<file path="config.mk">
export PLATFORM = sky130hd
export DESIGN_NAME = rf68000_ring_inject_arb_flat
export DESIGN_NICKNAME = d
export VERILOG_FILES = /design/src/rtl/rf68000_ring_inject_arb_if.sv /design/src/rtl/rf68000_ring_inject_arb.sv /design/src/flat_wrapper.sv
export SDC_FILE = /design/constraint.sdc
export NUM_CORES = 1
export LEC_CHECK = 0
export ABC_CLOCK_PERIOD_IN_PS = 3600
export CORE_AREA = 2 2 131 133
export DETAILED_ROUTE_END_ITERATION = 12
export DIE_AREA = 0 0 133 135
export GPL_ROUTABILITY_DRIVEN = 0
export PLACE_DENSITY = 0.69
export SYNTH_ARGS = -nofsm -noshare
export SYNTH_HDL_FRONTEND = slang
export SYNTH_SLANG_ARGS = --single-unit
</file>
<file path="constraint.sdc">
create_clock -name clk_i -period 3.6 [get_ports clk_i]
set_input_delay 0.72 -clock clk_i [delete_from_list [all_inputs] [get_ports clk_i]]
set_output_delay 0.72 -clock clk_i [all_outputs]
set_load 0.02 [all_outputs]
</file>
<file path="src/rtl/rf68000_ring_inject_arb_if.sv">
// Ring packet format and the local-requester handshake bundle for the
// ring injection arbiter. The package sits here because the interface
// needs packet_t and must compile before the arbiter.

package nic_pkg;

  // Destination id reserved for broadcast packets.
  localparam logic [5:0] BCAST_ID = 6'd63;

  // One ring slot. A slot with sid and did both zero is empty.
  typedef struct packed {
    logic [5:0]  did;
    logic [5:0]  sid;
    logic [5:0]  age;
    logic [31:0] data;
  } packet_t;

endpackage

// Requester side of the arbiter: request/packet in, grant/busy out.
interface rf68000_ring_inject_arb_if #(
  parameter int NREQ = 4
) ();

  logic [NREQ-1:0]                  req_i;
  nic_pkg::packet_t [NREQ-1:0]      pkt_i;
  logic [NREQ-1:0]                  gnt_o;
  logic                             busy_o;

  // Local requesters drive requests and packets.
  modport master (
    output req_i,
    output pkt_i,
    input  gnt_o,
    input  busy_o
  );

  // The arbiter consumes requests and returns grants.
  modport slave (
    input  req_i,
    input  pkt_i,
    output gnt_o,
    output busy_o
  );

endinterface

</file>
<file path="src/rtl/rf68000_ring_inject_arb.sv">
// Ring injection arbiter for one node. Forwards the ring with one clock of
// latency, ageing every hop, removes stale packets and this node's own
// returning broadcasts, and inserts the round-robin winner's packet into
// a truly empty slot.

module rf68000_ring_inject_arb
  import nic_pkg::*;
#(
  parameter int         NREQ    = 4,
  parameter logic [5:0] AGE_MAX = 6'd48
) (
  input  logic                          clk_i,
  input  logic                          rst_i,
  input  logic [5:0]                    id,
  input  packet_t                       packet_i,
  output packet_t                       packet_o,
  output logic [15:0]                   drop_cnt_o,
  rf68000_ring_inject_arb_if.slave      arb
);

  localparam int IDX_W = (NREQ > 1) ? $clog2(NREQ) : 1;

  typedef enum logic {
    ARB_IDLE,
    ARB_ARMED
  } arb_state_e;

  arb_state_e       state;
  logic [IDX_W-1:0] rr_ptr;
  logic [IDX_W-1:0] win_idx;
  packet_t          win_pkt;
  logic [NREQ-1:0]  gnt_q;
  logic             busy_q;

  assign arb.gnt_o  = gnt_q;
  assign arb.busy_o = busy_q;

  // Classify the incoming slot and build its aged forward copy.
  logic    slot_empty;
  logic    is_bcast;
  logic    stale;
  logic    own_bcast;
  logic    ring_drop;
  packet_t fwd_pkt;

  // NOTE: every always_comb output gets a default first so no path can
  // leave it unassigned and infer a latch.
  always_comb begin
    slot_empty = ((packet_i.sid | packet_i.did) == 6'd0);
    is_bcast   = (packet_i.did == BCAST_ID);
    stale      = !slot_empty && !is_bcast && (packet_i.age >= AGE_MAX);
    own_bcast  = is_bcast && (packet_i.sid == id);
    ring_drop  = stale || own_bcast;
    fwd_pkt    = packet_i;
    fwd_pkt.age = (packet_i.age == 6'h3F) ? 6'h3F : packet_i.age + 6'd1;
  end

  // Round-robin search starting at rr_ptr, wrapping modulo NREQ.
  logic             pick_found;
  logic [IDX_W-1:0] pick_idx;
  logic [IDX_W:0]   cand_sum;
  logic [IDX_W-1:0] cand;

  always_comb begin
    pick_found = 1'b0;
    pick_idx   = '0;
    cand_sum   = '0;
    cand       = '0;
    for (int i = 0; i < NREQ; i++) begin
      cand_sum = {1'b0, rr_ptr} + (IDX_W+1)'(i);
      if (cand_sum >= (IDX_W+1)'(NREQ)) begin
        cand_sum = cand_sum - (IDX_W+1)'(NREQ);
      end
      cand = cand_sum[IDX_W-1:0];
      if (!pick_found && arb.req_i[cand]) begin
        pick_found = 1'b1;
        pick_idx   = cand;
      end
    end
  end

  // Armed-state decisions on the latched winner.
  logic             win_req;
  logic             win_illegal;
  logic             ill_discard;
  packet_t          ins_pkt;
  logic [IDX_W-1:0] next_rr;

  always_comb begin
    win_req     = arb.req_i[win_idx];
    win_illegal = (win_pkt.did == 6'd0) || (win_pkt.did == id);
    ill_discard = (state == ARB_ARMED) && win_req && win_illegal;
    ins_pkt     = win_pkt;
    ins_pkt.sid = id;
    ins_pkt.age = (win_pkt.did == BCAST_ID) ? 6'd30 : 6'd0;
    next_rr     = (win_idx == IDX_W'(NREQ - 1)) ? '0 : win_idx + 1'b1;
  end

  // Saturating drop counter: a ring removal and an illegal discard can
  // land on the same edge, so the increment is 0..2.
  logic [1:0]  drop_inc;
  logic [16:0] drop_sum;
  logic [15:0] drop_next;

  always_comb begin
    drop_inc  = {1'b0, ring_drop} + {1'b0, ill_discard};
    drop_sum  = {1'b0, drop_cnt_o} + 17'(drop_inc);
    drop_next = drop_sum[16] ? 16'hFFFF : drop_sum[15:0];
  end

  // Ring output register, drop counter and arbiter FSM in one process so
  // an insertion can override the forwarded slot on the same edge.
  // NOTE: all state here uses non-blocking assignments so every register
  // samples the pre-edge values regardless of statement order.
  always_ff @(posedge clk_i) begin
    if (!rst_i) begin
      // NOTE: the latched packet is cleared too, so a reset mid-operation
      // can never leave a stale payload that looks like a pending insert.
      state      <= ARB_IDLE;
      rr_ptr     <= '0;
      win_idx    <= '0;
      win_pkt    <= '0;
      gnt_q      <= '0;
      busy_q     <= 1'b0;
      packet_o   <= '0;
      drop_cnt_o <= '0;
    end else begin
      gnt_q      <= '0;
      packet_o   <= ring_drop ? '0 : fwd_pkt;
      drop_cnt_o <= drop_next;

      case (state)
        ARB_IDLE: begin
          if (pick_found) begin
            win_idx <= pick_idx;
            win_pkt <= arb.pkt_i[pick_idx];
            busy_q  <= 1'b1;
            state   <= ARB_ARMED;
          end
        end

        ARB_ARMED: begin
          if (!win_req) begin
            // Requester withdrew: abandon without grant, pointer kept.
            busy_q <= 1'b0;
            state  <= ARB_IDLE;
          end else if (win_illegal) begin
            // Unroutable packet: acknowledge and discard without a slot.
            gnt_q[win_idx] <= 1'b1;
            rr_ptr         <= next_rr;
            busy_q         <= 1'b0;
            state          <= ARB_IDLE;
          end else if (slot_empty) begin
            packet_o       <= ins_pkt;
            gnt_q[win_idx] <= 1'b1;
            rr_ptr         <= next_rr;
            busy_q         <= 1'b0;
            state          <= ARB_IDLE;
          end
        end

        default: begin
          busy_q <= 1'b0;
          state  <= ARB_IDLE;
        end
      endcase
    end
  end

endmodule
</file>
<file path="src/flat_wrapper.sv">
// flat-port wrapper written by rule: the top's interface ports become plain ports
module rf68000_ring_inject_arb_flat import nic_pkg::*;
#(
  parameter int         NREQ    = 4,
  parameter logic [5:0] AGE_MAX = 6'd48
)
  (clk_i, rst_i, id, packet_i, packet_o, drop_cnt_o, arb_req_i, arb_pkt_i, arb_gnt_o, arb_busy_o);
  rf68000_ring_inject_arb_if #(.NREQ(NREQ)) arb_i ();
  input  logic clk_i;
  input  logic rst_i;
  input  logic [5:0] id;
  input  packet_t packet_i;
  output packet_t packet_o;
  output logic [15:0] drop_cnt_o;
  input wire logic [$bits(arb_i.req_i)-1:0] arb_req_i;
  input wire logic [$bits(arb_i.pkt_i)-1:0] arb_pkt_i;
  output wire logic [$bits(arb_i.gnt_o)-1:0] arb_gnt_o;
  output wire logic [$bits(arb_i.busy_o)-1:0] arb_busy_o;
  assign arb_i.req_i = arb_req_i;
  assign arb_i.pkt_i = arb_pkt_i;
  assign arb_gnt_o = arb_i.gnt_o;
  assign arb_busy_o = arb_i.busy_o;
  rf68000_ring_inject_arb #(.NREQ(NREQ), .AGE_MAX(AGE_MAX)) u_core (.clk_i(clk_i), .rst_i(rst_i), .id(id), .packet_i(packet_i), .packet_o(packet_o), .drop_cnt_o(drop_cnt_o), .arb(arb_i));
endmodule
</file>
# After elaboration in Yosys (flattened, before gate mapping)
# Index checks and enable logic that the tools add are counted.
# totals
reg_bits	114
out_inout_bits	71
inputBits	262
# op_classes
n_reduce_logical	23
muxes	49
n_lt_le_gt_ge	12
n_bitwise	2
n_addsub	11
n_eq_ne	8
# op_table
operator	n
50-bit 2-to-1 mux	6
50-bit binary-select mux with 2-bit select	1
2-bit 2-to-1 mux	11
6-bit == test, second input constant	3
2-bit by 3-bit less-than comparator with 1-bit output, second input constant	6
1-bit 2-to-1 mux	18
16-bit by 2-bit adder with 17-bit output	1
16-bit 2-to-1 mux	1
6-bit == test	2
6-bit zero test	2
1-bit binary-select mux with 2-bit select	5
3-bit >= comparator, second input constant	3
1-bit logical AND	9
4-bit 2-to-1 mux	2
2-bit by 1-bit subtractor with 2-bit output, second input constant	4
2-bit by 2-bit adder with 3-bit output, second input constant	2
6-bit by 1-bit adder with 6-bit output, second input constant	1
6-bit >= comparator, second input constant	1
6-bit 2-to-1 mux	1
6-bit bitwise OR	1
3-bit AND reduction	2
1-bit zero test	5
5-bit 2-to-1 mux	1
4-bit != test, second input constant	1
other kinds (13)	16

# Longest topological paths before layout
# Gate-level depths: netlist of the first run.
# logic_depth
word_depth	16
ltp_mapped	13

# Worst setup path after synthesis of the first run
# Ideal clock, no wire load.
# synth_path
path_kind	input-to-reg
from	input port packet_i[38] (netlist bit)
to	register u_core.drop_cnt_o[13]
arrival_time_ns	3.013
path_stages	13
setup_ns	0.132
required_ns	3.468
n_path_buf	1
slack_ns	0.455
cell_sequence	nor4_1 > nand3_1 > nand3_1 > o21a_1 > inv_1 > fa_1 > ha_1 > nand3_1 > nor2_1 > and3_1 > nand4_1 > clkbuf_1 > a21oi_1
# synth_via
elab_chain_cells	9
# synth_rtl
item	line	source
from (decl)	flat_wrapper.sv:12	input packet_t packet_i;
6-bit bitwise OR	rf68000_ring_inject_arb.sv:49	slot_empty = ((packet_i.sid | packet_i.did) == 6'd0);
6-bit zero test	rf68000_ring_inject_arb.sv:49	
1-bit zero test	rf68000_ring_inject_arb.sv:51	stale = !slot_empty && !is_bcast && (packet_i.age >= AGE_MAX);
1-bit logical AND (2 in series)	rf68000_ring_inject_arb.sv:51	
1-bit logical OR *	rf68000_ring_inject_arb.sv:53	ring_drop = stale || own_bcast;
1-bit by 1-bit adder with 2-bit output *	rf68000_ring_inject_arb.sv:106	drop_inc = {1'b0, ring_drop} + {1'b0, ill_discard};
16-bit by 2-bit adder with 17-bit output *	rf68000_ring_inject_arb.sv:107	drop_sum = {1'b0, drop_cnt_o} + 17'(drop_inc);
16-bit 2-to-1 mux *	rf68000_ring_inject_arb.sv:108	drop_next = drop_sum[16] ? 16'hFFFF : drop_sum[15:0];
to (signal assigned)	rf68000_ring_inject_arb.sv:130	drop_cnt_o <= drop_next;
to (decl)	rf68000_ring_inject_arb.sv:17	output logic [15:0] drop_cnt_o,
# Every way passes the cells marked *; elsewhere a longest branch is shown, timed or not.
# A chain may end at the register's enable or synchronous reset.

# Worst setup path in the final report of the first run
# layout_path
from	input port packet_i[39] (netlist bit)
to	register u_core.drop_cnt_o[5]
# The elaborated chain is that of the path after synthesis.

==> results of run 1 <==
-- Yosys cell counts, types with 2 or more instances --
master	n	area, sq um
xnor2_1	8	70.07
nor2b_1	3	18.77
nor3_1	2	10.01
o21a_1	2	15.01
mux2i_1	40	400.4
a21oi_1	24	120.1
nand3_1	16	80.08
nand2_1	11	41.29
nor2_1	58	217.7
buf_6	7	78.83
o32ai_1	17	148.9
nor4_1	7	43.79
xor2_1	15	131.4
o21ai_0	23	115.1
buf_2	9	45.04
and4_1	2	17.52
a22oi_1	19	142.6
nand4_1	4	25.02
nand2b_1	4	25.02
and3_1	8	50.05
mux2_2	38	427.9
a22o_1	44	385.4
o21ai_1	4	20.02
ha_1	6	75.07
buf_4	2	15.01
dfxtp_1	114	2282
clkbuf_1	17	63.81
inv_1	10	37.54
-- kinds of logic after synthesis --
group,synth area share (%)
buffers and inverters,4.527
muxes,16.32
and+or+nand+nor,10.68
AOI/OAI and AO/OA,19.88
DFF,43.01
xor gates and xnor gates,3.796
adders and majority gates,1.792
-- critical path: stages --
cell and delay (ns):
clkdlybuf4s50_1 0.49, xor2_1 0.20, nor4_1 0.34, nand4_1 0.18
o21a_1 0.14, inv_1 0.07, fa_1 0.22, ha_1 0.18
nand3_1 0.10, nor2_1 0.16, and3_1 0.25, nand4_1 0.17
buf_12 0.19, o21a_1 0.10, nor2_1 0.08
-- through the flow --
step,hold slack [ns],area (sq um),util [%],power [W]
floorplan,0.4426,5306,-,0.001821
global placement,0.4480,8488,51.73,0.002236
detailed placement,0.4530,8488,51.73,0.002245
CTS,0.4656,9047,55.14,0.003840
global route,0.4853,9047,55.14,0.003969
finish,0.4635,9047,55.14,0.003785
-- area by class of cell --
cell class | count | area, sq um | area share, %
Multi-Input combinational cell | 374 | 2810 | 31.06
Clock buffer | 23 | 478.0 | 5.283
Tap cell | 220 | 275.3 | 3.042
Inverter | 10 | 37.54 | 0.4149
Sequential cell | 114 | 2282 | 25.22
Clock inverter | 9 | 81.33 | 0.8989
Timing Repair Buffer | 311 | 3083 | 34.08
-- layer usage --
metal	vias to the layer above	GRT usage (%)	routed length, um	part of all wire (%)
met1	2330	21.95	6980	40
li1	2567	-	-	-
met2	216	35.12	8768	50
met5	-	0	0	0
met3	28	6.156	1446	8.2
met4	0	8.184	413	2.3
-- sequential cells by signal, indices dropped and copies added (netlist names) --
register and count:
u_core.drop_cnt_o 16, u_core.arb.gnt_o 4, u_core.win_idx 2, u_core.arb.busy_o 1
u_core.ins_pkt 38, u_core.state 1, u_core.packet_o 50, u_core.rr_ptr 2
-- report_power, final --
group | switching [W] | internal [W] | total, W
Combinational | 0.000326 | 0.000466 | 0.000791
Clock | 0.000577 | 0.000997 | 0.00157
Sequential | 0.0000566 | 0.00136 | 0.00142
Total | 0.000959 | 0.00283 | 0.00379
-- final timing paths --
kind,from,endpoint,depth (start not counted)
setup reg to reg,u_core.win_idx[0],u_core.drop_cnt_o[5],12
hold reg to reg,u_core.ins_pkt[20],u_core.packet_o[20],1
setup / recovery,packet_i[39],u_core.drop_cnt_o[5],15
hold / removal,u_core.ins_pkt[20],u_core.packet_o[20],1
==> results by group, run 1 <==
Global routing
  – Total global routing track utilization: 19.76%
  – Largest net degree at the start of global routing: 39
  – Vias in the first global route: 5,109
  – First-pass GRT wire length: 27,290 um
  – Total congestion overflow: 0
  – Initial antenna violation count: 0

Finish
  – Post-route insts no fill: 1,061
  – Share of layout cells above drive strength 1: 12.84%
  – Commonest non-fill, non-tap cell in the layout: clkdlybuf4s50_1
  – # fillers: 1,469
  – # nets final: 1,097
  – Antenna cells: 0
  – Most frequent cells in the layout: 284 x clkdlybuf4s50_1, 114 x dfxtp_1, 57 x nor2_1
  – P&R area growth vs syn: 70.50%

STA
  – Pins over their slew limit: 0
  – # setup viols final: 0
  – Worst-case clock skew: 0.01344 ns
  – Setup TNS: 0 ns
  – Worst-margin pin slew: 0.8644 ns
  – Final Hold Viols: 0
  – Worst rel slew slack: 42.31%
  – Final Cycle Share: 89.38%
  – RSZ-0062 raised after global routing: false
  – Fmax: 0.3108 GHz
  – Setup WS post-layout: 0.3825 ns
  – Crit path time final: 3.218 ns

Placement
  – Dpl cells: 1,029
  – DP HPWL: 13,590 um
  – Input/output buffers: 284
  – Pre-CTS setup slack: 0.01525 ns

Worst hold path
  – HP Class: reg -> reg

Outcome
  – Status: completed

Worst setup path
  – Worst-path fanout max: 13
  – WP data required: 3.95 ns
  – Worst EP arrival: 3.57 ns
  – R2R setup slack: 0.81 ns
  – CP endpoint kind: flip-flop
  – Startpoint Class: primary input
  – Critical path class: in -> reg

Clock tree
  – Clk sinks: 114
  – Clock Root Buffer: clkbuf_16
  – Worst skew pair latency: 0.42 ns
  – CTS Buffer Depth: 2
  – Hold buffers post-CTS: 0
  – CTS buffer count: 17
  – Post-cts repair resize count: 0
  – Htree depth: 4
  – Clk slew on worst S/H paths: 0.05 ns
  – CTS tree: done
  – Post-CTS Setup Bufs: 0

Synthesis
  – Count of flip-flops with a built-in enable after synthesis: 0
  – Async S/R FF share, synth: 0%
  – Syn Area/Cell: 9.956 sq um
  – Synth Net Count: 802
  – Sequential element share of the synthesized area: 43.01%
  – Ys Warns: 0
  – Top FF cell, synth: dfxtp_1
  – Flops & latches, synth: 114
  – Mapped cell area: 5306 sq um
  – Post-synthesis cell type count: 47
  – Mapped Cells: 533

Die
  – Initial Util: 32.34%
  – Die height: 135 um
  – Die X-Extent: 133 um
  – Rows: 47
  – Die area: 17,960 sq um
  – I/O pin cnt: 333
  – Core area: 16,410 sq um

Detailed routing
  – DR WL/cell: 16.60 um
  – # DRC: 0
  – DRT iter0 DRCs: 197
  – Drt total wl: 17,610 um
  – Number of routed nets with antenna violations: 0
  – DR vias/cell: 4.845
  – Vias: 5,141
  – 1st-pass router iterations: 4

Power and ir drop
  – Power Density: 418.4 nW/um^2
  – Max VDD drop: 0.3440 mV
  – Pleak: 3.608 nW

Flow run
  – Max-cap violation count: 0
Note: power is estimated with default switching activity, not from simulation.
==> run 2, diff against run 1 <==
==> constraint.sdc (replaced) <==
create_clock -name clk_i -period 3.6 [get_ports clk_i]
set_input_delay 0.72 -clock clk_i [delete_from_list [all_inputs] [get_ports clk_i]]
set_output_delay 0.72 -clock clk_i [all_outputs]
set_load 0.005 [all_outputs]
==> results of run 2 <==
Same layout as run 1 (identical final DEF). Status: completed.
Among the figures that moved: total power 0.003785 W -> 0.003743 W; worst IR drop on VDD 0.3440 mV -> 0.3439 mV
